$ cat src/rtl/food_placer_pkg.sv
// Shared board geometry, derived widths and the placement FSM state type.
// The food placer, its cell-step helper and the bench all import this package.
package food_placer_pkg;

    localparam int BOARD_WIDTH       = 32;
    localparam int BOARD_HEIGHT      = 24;
    localparam int BOARD_WIDTH_BITS  = 5;
    localparam int BOARD_HEIGHT_BITS = 5;
    localparam int BOARD_CELLS       = BOARD_WIDTH * BOARD_HEIGHT;

    // Must be able to hold BOARD_CELLS itself, not just BOARD_CELLS-1.
    localparam int SCAN_BITS = $clog2(BOARD_CELLS + 1);

    typedef enum logic [2:0] {
        ST_IDLE        = 3'd0,
        ST_LOOKUP      = 3'd1,
        ST_CHECK       = 3'd2,
        ST_SCAN_LOOKUP = 3'd3,
        ST_SCAN_CHECK  = 3'd4
    } place_state_e;

endpackage

$ cat src/rtl/board_cell_next.sv
// Combinational raster step across the board: x advances first, then y.
// Both axes wrap, so repeated steps visit every cell once before repeating.
module board_cell_next
    import food_placer_pkg::*;
(
    input  logic [BOARD_WIDTH_BITS-1:0]  x_i,
    input  logic [BOARD_HEIGHT_BITS-1:0] y_i,
    output logic [BOARD_WIDTH_BITS-1:0]  next_x_o,
    output logic [BOARD_HEIGHT_BITS-1:0] next_y_o
);

    localparam logic [BOARD_WIDTH_BITS-1:0]  X_LAST = BOARD_WIDTH_BITS'(BOARD_WIDTH - 1);
    localparam logic [BOARD_HEIGHT_BITS-1:0] Y_LAST = BOARD_HEIGHT_BITS'(BOARD_HEIGHT - 1);

    always_comb begin
        next_x_o = x_i + BOARD_WIDTH_BITS'(1);
        next_y_o = y_i;
        if (x_i == X_LAST) begin
            next_x_o = '0;
            if (y_i == Y_LAST) begin
                next_y_o = '0;
            end else begin
                next_y_o = y_i + BOARD_HEIGHT_BITS'(1);
            end
        end
    end

endmodule

$ cat src/rtl/food_placer.sv
// Picks a free food cell: up to MAX_TRIES random probes of the occupancy RAM,
// then a wrapping linear scan starting after the last random candidate.
module food_placer
    import food_placer_pkg::*;
#(
    parameter int MAX_TRIES = 8
) (
    input  logic                         clk,
    input  logic                         reset,
    input  logic                         place_req,
    input  logic [BOARD_WIDTH_BITS-1:0]  rand_x,
    input  logic [BOARD_HEIGHT_BITS-1:0] rand_y,
    output logic [BOARD_WIDTH_BITS-1:0]  occ_rd_x,
    output logic [BOARD_HEIGHT_BITS-1:0] occ_rd_y,
    input  logic                         occ_rd_data,
    output logic [BOARD_WIDTH_BITS-1:0]  food_x,
    output logic [BOARD_HEIGHT_BITS-1:0] food_y,
    output logic                         food_valid,
    output logic                         place_done,
    output logic                         board_full,
    output logic                         busy
);

    localparam int TRIES_BITS = (MAX_TRIES > 1) ? $clog2(MAX_TRIES) : 1;
    localparam logic [TRIES_BITS-1:0] LAST_TRY  = TRIES_BITS'(MAX_TRIES - 1);
    localparam logic [SCAN_BITS-1:0]  SCAN_LAST = SCAN_BITS'(BOARD_CELLS);

    place_state_e                 state_q;
    logic [BOARD_WIDTH_BITS-1:0]  cand_x_q;
    logic [BOARD_HEIGHT_BITS-1:0] cand_y_q;
    logic [BOARD_WIDTH_BITS-1:0]  food_x_q;
    logic [BOARD_HEIGHT_BITS-1:0] food_y_q;
    logic                         food_valid_q;
    logic                         place_done_q;
    logic                         board_full_q;
    logic                         busy_q;
    logic [TRIES_BITS-1:0]        tries_q;
    logic [SCAN_BITS-1:0]         scan_q;

    logic [BOARD_WIDTH_BITS-1:0]  step_x_d;
    logic [BOARD_HEIGHT_BITS-1:0] step_y_d;

    board_cell_next u_cell_next (
        .x_i      (cand_x_q),
        .y_i      (cand_y_q),
        .next_x_o (step_x_d),
        .next_y_o (step_y_d)
    );

    // The candidate register doubles as the RAM read address, so data
    // arriving in a CHECK state always belongs to the current candidate.
    always_ff @(posedge clk) begin
        if (!reset) begin
            state_q      <= ST_IDLE;
            cand_x_q     <= '0;
            cand_y_q     <= '0;
            food_x_q     <= '0;
            food_y_q     <= '0;
            food_valid_q <= 1'b0;
            place_done_q <= 1'b0;
            board_full_q <= 1'b0;
            busy_q       <= 1'b0;
            tries_q      <= '0;
            scan_q       <= '0;
        end else begin
            place_done_q <= 1'b0;
            board_full_q <= 1'b0;
            case (state_q)
                ST_IDLE: begin
                    if (place_req) begin
                        cand_x_q     <= rand_x;
                        cand_y_q     <= rand_y;
                        tries_q      <= '0;
                        food_valid_q <= 1'b0;
                        busy_q       <= 1'b1;
                        state_q      <= ST_LOOKUP;
                    end
                end
                ST_LOOKUP: begin
                    state_q <= ST_CHECK;
                end
                ST_CHECK: begin
                    if (!occ_rd_data) begin
                        food_x_q     <= cand_x_q;
                        food_y_q     <= cand_y_q;
                        food_valid_q <= 1'b1;
                        place_done_q <= 1'b1;
                        busy_q       <= 1'b0;
                        state_q      <= ST_IDLE;
                    end else if (tries_q != LAST_TRY) begin
                        tries_q  <= tries_q + TRIES_BITS'(1);
                        cand_x_q <= rand_x;
                        cand_y_q <= rand_y;
                        state_q  <= ST_LOOKUP;
                    end else begin
                        cand_x_q <= step_x_d;
                        cand_y_q <= step_y_d;
                        scan_q   <= SCAN_BITS'(1);
                        state_q  <= ST_SCAN_LOOKUP;
                    end
                end
                ST_SCAN_LOOKUP: begin
                    state_q <= ST_SCAN_CHECK;
                end
                ST_SCAN_CHECK: begin
                    if (!occ_rd_data) begin
                        food_x_q     <= cand_x_q;
                        food_y_q     <= cand_y_q;
                        food_valid_q <= 1'b1;
                        place_done_q <= 1'b1;
                        busy_q       <= 1'b0;
                        state_q      <= ST_IDLE;
                    end else if (scan_q < SCAN_LAST) begin
                        cand_x_q <= step_x_d;
                        cand_y_q <= step_y_d;
                        scan_q   <= scan_q + SCAN_BITS'(1);
                        state_q  <= ST_SCAN_LOOKUP;
                    end else begin
                        // Scan wrapped back onto the last random candidate.
                        board_full_q <= 1'b1;
                        busy_q       <= 1'b0;
                        state_q      <= ST_IDLE;
                    end
                end
                default: begin
                    busy_q  <= 1'b0;
                    state_q <= ST_IDLE;
                end
            endcase
        end
    end

    assign occ_rd_x   = cand_x_q;
    assign occ_rd_y   = cand_y_q;
    assign food_x     = food_x_q;
    assign food_y     = food_y_q;
    assign food_valid = food_valid_q;
    assign place_done = place_done_q;
    assign board_full = board_full_q;
    assign busy       = busy_q;

    a_pulses_exclusive : assert property (@(posedge clk) disable iff (!reset)
        !(place_done_q && board_full_q));
    a_busy_tracks_state : assert property (@(posedge clk) disable iff (!reset)
        busy_q == (state_q != ST_IDLE));

endmodule
$ cat config.mk
export PLATFORM = sky130hd
export DESIGN_NAME = food_placer
export DESIGN_NICKNAME = d
export VERILOG_FILES = /design/src/rtl/food_placer_pkg.sv /design/src/rtl/board_cell_next.sv /design/src/rtl/food_placer.sv
export SDC_FILE = /design/constraint.sdc
export NUM_CORES = 1
export LEC_CHECK = 0
export CELL_PAD_IN_SITES_DETAIL_PLACEMENT = 1
export CELL_PAD_IN_SITES_GLOBAL_PLACEMENT = 2
export CORE_MARGIN = 2
export CORE_UTILIZATION = 31
export DETAILED_ROUTE_END_ITERATION = 8
export GPL_TIMING_DRIVEN = 0
export PLACE_DENSITY = 0.88
export REMOVE_ABC_BUFFERS = 1
export SLEW_MARGIN = 40
export SYNTH_ARGS = -nofsm -noshare
export SYNTH_HDL_FRONTEND = slang
export SYNTH_SLANG_ARGS = --single-unit
$ cat constraint.sdc
create_clock -name clk -period 1.9 [get_ports clk]
set_input_delay 0.285 -clock clk [delete_from_list [all_inputs] [get_ports clk]]
set_output_delay 0.285 -clock clk [all_outputs]
set_load 0.03 [all_outputs]
==> key figures <==
Power and ir drop
  • Maximum VDD drop: 0.486 mV
  • Cell area power density: 721 nW/um^2
  • Leak pwr: 0.00106 uW

STA
  • Max Slew Vio Count: 0
  • Unrepaired setup endpoints after global routing: false
  • Fin crit period: 1.82 ns
  • # setup viols final: 0
  • Slew HR: 0.655
  • Slew @ Worst Pin: 0.517 ns
  • Crit share post-route: 0.955
  • Layout Skew: 0.00335 ns
  • Endpoints failing hold: 0
  • Fin worst setup slack: 0.0846 ns
  • Fmax: 0.551 GHz
  • Fin Hold WS: 0.451 ns

Clock network
  • CTS Sinks: 40
  • Number of buffers on the longest clock path: 2
  • CTS tree: yes
  • Cts bufs inserted: 5
  • CTS clk-pin slew, worst paths: 0.08 ns
  • CTS hold repair buffers: 0
  • Clock latency on the worst-skew pair: 0.30 ns
  • H-tree depth: 2
  • CTS root buffer: clkbuf_8

GRT
  • Grt total ovfl: 0
  • Tot GR Track Use: 0.152
  • Global-route wire length before repair: 8870 um
  • Antenna violations before repair: 0
  • Vias in the first global route: 1834
  • Largest net degree at the start of global routing: 20

Placed design
  • Post-Place Cell Area: 2460 sq um
  • Final HPWL DP: 3690 um
  • I/O Buffers: 37
  • Worst slack, placed: -1.23 ns
  • Final GP Congestion: 0.772

Final layout
  • Share of cells above drive strength 1: 0.130
  • Util after Layout: 0.425
  • Final net count: 297
  • Final Instance Area: 2710 sq um
  • Synth-to-Final Area Change: 31.9%
  • Fillers: 748
  • Number of antenna diodes: 0

Yosys
  • Top cells by count, synth: 40 x dfxtp_1, 20 x nor2_1, 17 x nand2_1, 16 x a21oi_1, 16 x o21ai_0
  • Register area share after synthesis: 0.389
  • Yosys reg bits: 40
  • Gate Count Post-Synth: 236
  • Area share of the largest cell type after synthesis: 0.389
  • Cell variety after synth: 51
  • Async S/R FF share, synth: 0
  • Synth area leaders: dfxtp_1 39%, mux2i_1 6.3%, ha_1 4.3%, a21oi_1 3.9%, o21ai_0 3.9%
  • Yosys Warn Count: 0
  • Top cell type by total area after synthesis: dfxtp_1
  • Commonest register cell after synthesis: dfxtp_1
  • Syn Area/Cell: 8.72 sq um
  • Most frequent cell after synthesis: dfxtp_1
  • Post-Syn Area: 2060 sq um
  • Post-synth EDFFs: 0

Worst setup path
  • Crit path depth: 4
  • Critical path required time: 2.15 ns
  • CP max-delay cell: dfxtp_1
  • Critical path origin: state_q[0]
  • Arr. time, crit path: 2.07 ns
  • Crit Path Category: register to register
  • Crit end category: register
  • Crit path max-delay family: simple AND/OR/NAND/NOR gates
  • Max FO, Critical Path: 10
  • CP Launch Type: register
  • Reg2Reg Setup Slack: 0.08 ns
  • RR Startpoint: state_q[0]
  • Worst r2r dst: scan_q[6]
  • Buf+Inv Stages, Crit Path: 0
  • Worst-case reg-to-reg path depth: 4
  • CP Cell Sequence: and4bb_4 > a21o_4 > or4_1 > nand2_1
  • Crit path largest cell delay: 0.59 ns

Routing
  • Drt drc: 0
  • DRT iter0 DRCs: 36
  • Vias: 1877
  • Routed Antenna Nets: 0
  • Detailed Routing Iterations Pass 1: 4
  • Detailed-route wire length per cell: 16.1 um
  • Post-DR vias/cell: 5.30
  • Routed WL: 5700 um

Die
  • Die Span X: 85.5 um
  • Height of the die: 85.5 um
  • Die Area: 7310 sq um
  • Starting density of the core: 0.322
  • Cell row count: 29
  • Placeable Area: 6390 sq um
  • Top-Level Pins: 38

Min path
  • Hold Crit Start: food_valid
  • Hold crit path type: register to register
  • Hold Crit Depth: 2
  • Hold Path End: food_valid

Run status
  • Status: complete, no violations

Flow run
  • # Max-Cap Violations: 0
## worst min-delay path: cells and delay by family, from the launching register on
kind                   cells  cell delay, ns
AO/OA/AOI/OAI              1            0.05
buffers and inverters      1            0.05
flip-flops                 1            0.31
## worst max-delay path by stage
stage	end
6_report	scan_q[6]
4_1_cts	scan_q[8]
5_1_grt	occ_rd_x[3]
2_1_floorplan	food_x[0]
3_3_place_gp	scan_q[6]
3_5_place_dp	scan_q[6]
## per-stage QoR
stage | total power (uW) | setup TNS [ns] | cells
detailed placement | 1180 | -17.60 | 338
finish | 1960 | 0 | 354
floorplan | 1060 | -3.55 | 223
global placement | 1170 | -24.06 | 337
global route | 2050 | 0 | 354
CTS | 1960 | 0 | 348
## per-layer routing
metal  track usage  wire (um)  up-vias
li1              -          -      940
met1         0.216       2850      909
met2         0.229       2670       23
met3        0.0389        132        5
met4        0.0390         50        0
met5             0          0        -
## final cells by class
cell class	instances	area (sq um)	area share
Clock buffer	7	96.3	0.0355
Clock inverter	1	30.0	0.0111
Inverter	8	31.3	0.0115
Multi-Input combinational cell	176	1210	0.445
Sequential cell	40	806	0.297
Tap cell	77	96.3	0.0355
Timing Repair Buffer	45	447	0.165
## flip-flops by register name, summed over array words and instances, names as in the netlist
| register | flops |
|---|---|
| food_y | 5 |
| busy | 1 |
| food_x | 5 |
| state_q | 3 |
| tries_q | 3 |
| food_valid | 1 |
| occ_rd_y | 5 |
| place_done | 1 |
| scan_q | 10 |
| occ_rd_x | 5 |
| board_full | 1 |
## placed cells by master (no fill, tap or decap), types with 2 or more instances in the layout
cell,n
nand2_1,17
nand2b_1,4
and2_1,2
mux2i_1,13
nand4_1,4
nor2b_1,6
nand3b_1,3
dfxtp_2,4
a21oi_1,15
o21ai_0,15
dfxtp_1,36
clkbuf_8,7
nand3_1,7
nor3_1,6
a31oi_1,5
or3_1,7
buf_4,7
a211oi_1,4
inv_1,7
o22ai_1,5
ha_1,5
clkdlybuf4s50_1,35
or4_1,2
o211ai_1,4
a22oi_1,2
nor2_1,20
a22oi_2,2
and3_1,3
## timing repair
action / 4_1_cts / 5_1_grt
setup buffers: 2 / 5
resized for setup: 7 / 9
pin swaps: 0 / 2
setup endpoints to repair: 29 / 21
gates cloned: 0 / 1
## power by group
group / switching, uW / internal, uW / leakage [uW] / total, uW
clock network: 310 / 464 / 0.0000645 / 773
logic: 146 / 129 / 0.000667 / 275
registers: 42.8 / 865 / 0.000327 / 908
total: 498 / 1460 / 0.00106 / 1960
## kinds of logic (layout without fill, tap and decap cells)
| family | count (synthesis) | in the layout | synth area share |
|---|---|---|---|
| compound gates | 65 | 66 | 0.216 |
| xor+xnor | 2 | 2 | 0.00851 |
| fa+ha+maj | 7 | 7 | 0.0426 |
| buf+inv | 21 | 61 | 0.0492 |
| flops | 40 | 40 | 0.389 |
| mux | 13 | 13 | 0.0632 |
| simple gates | 88 | 88 | 0.232 |
Power figures use the tool's default switching activity.
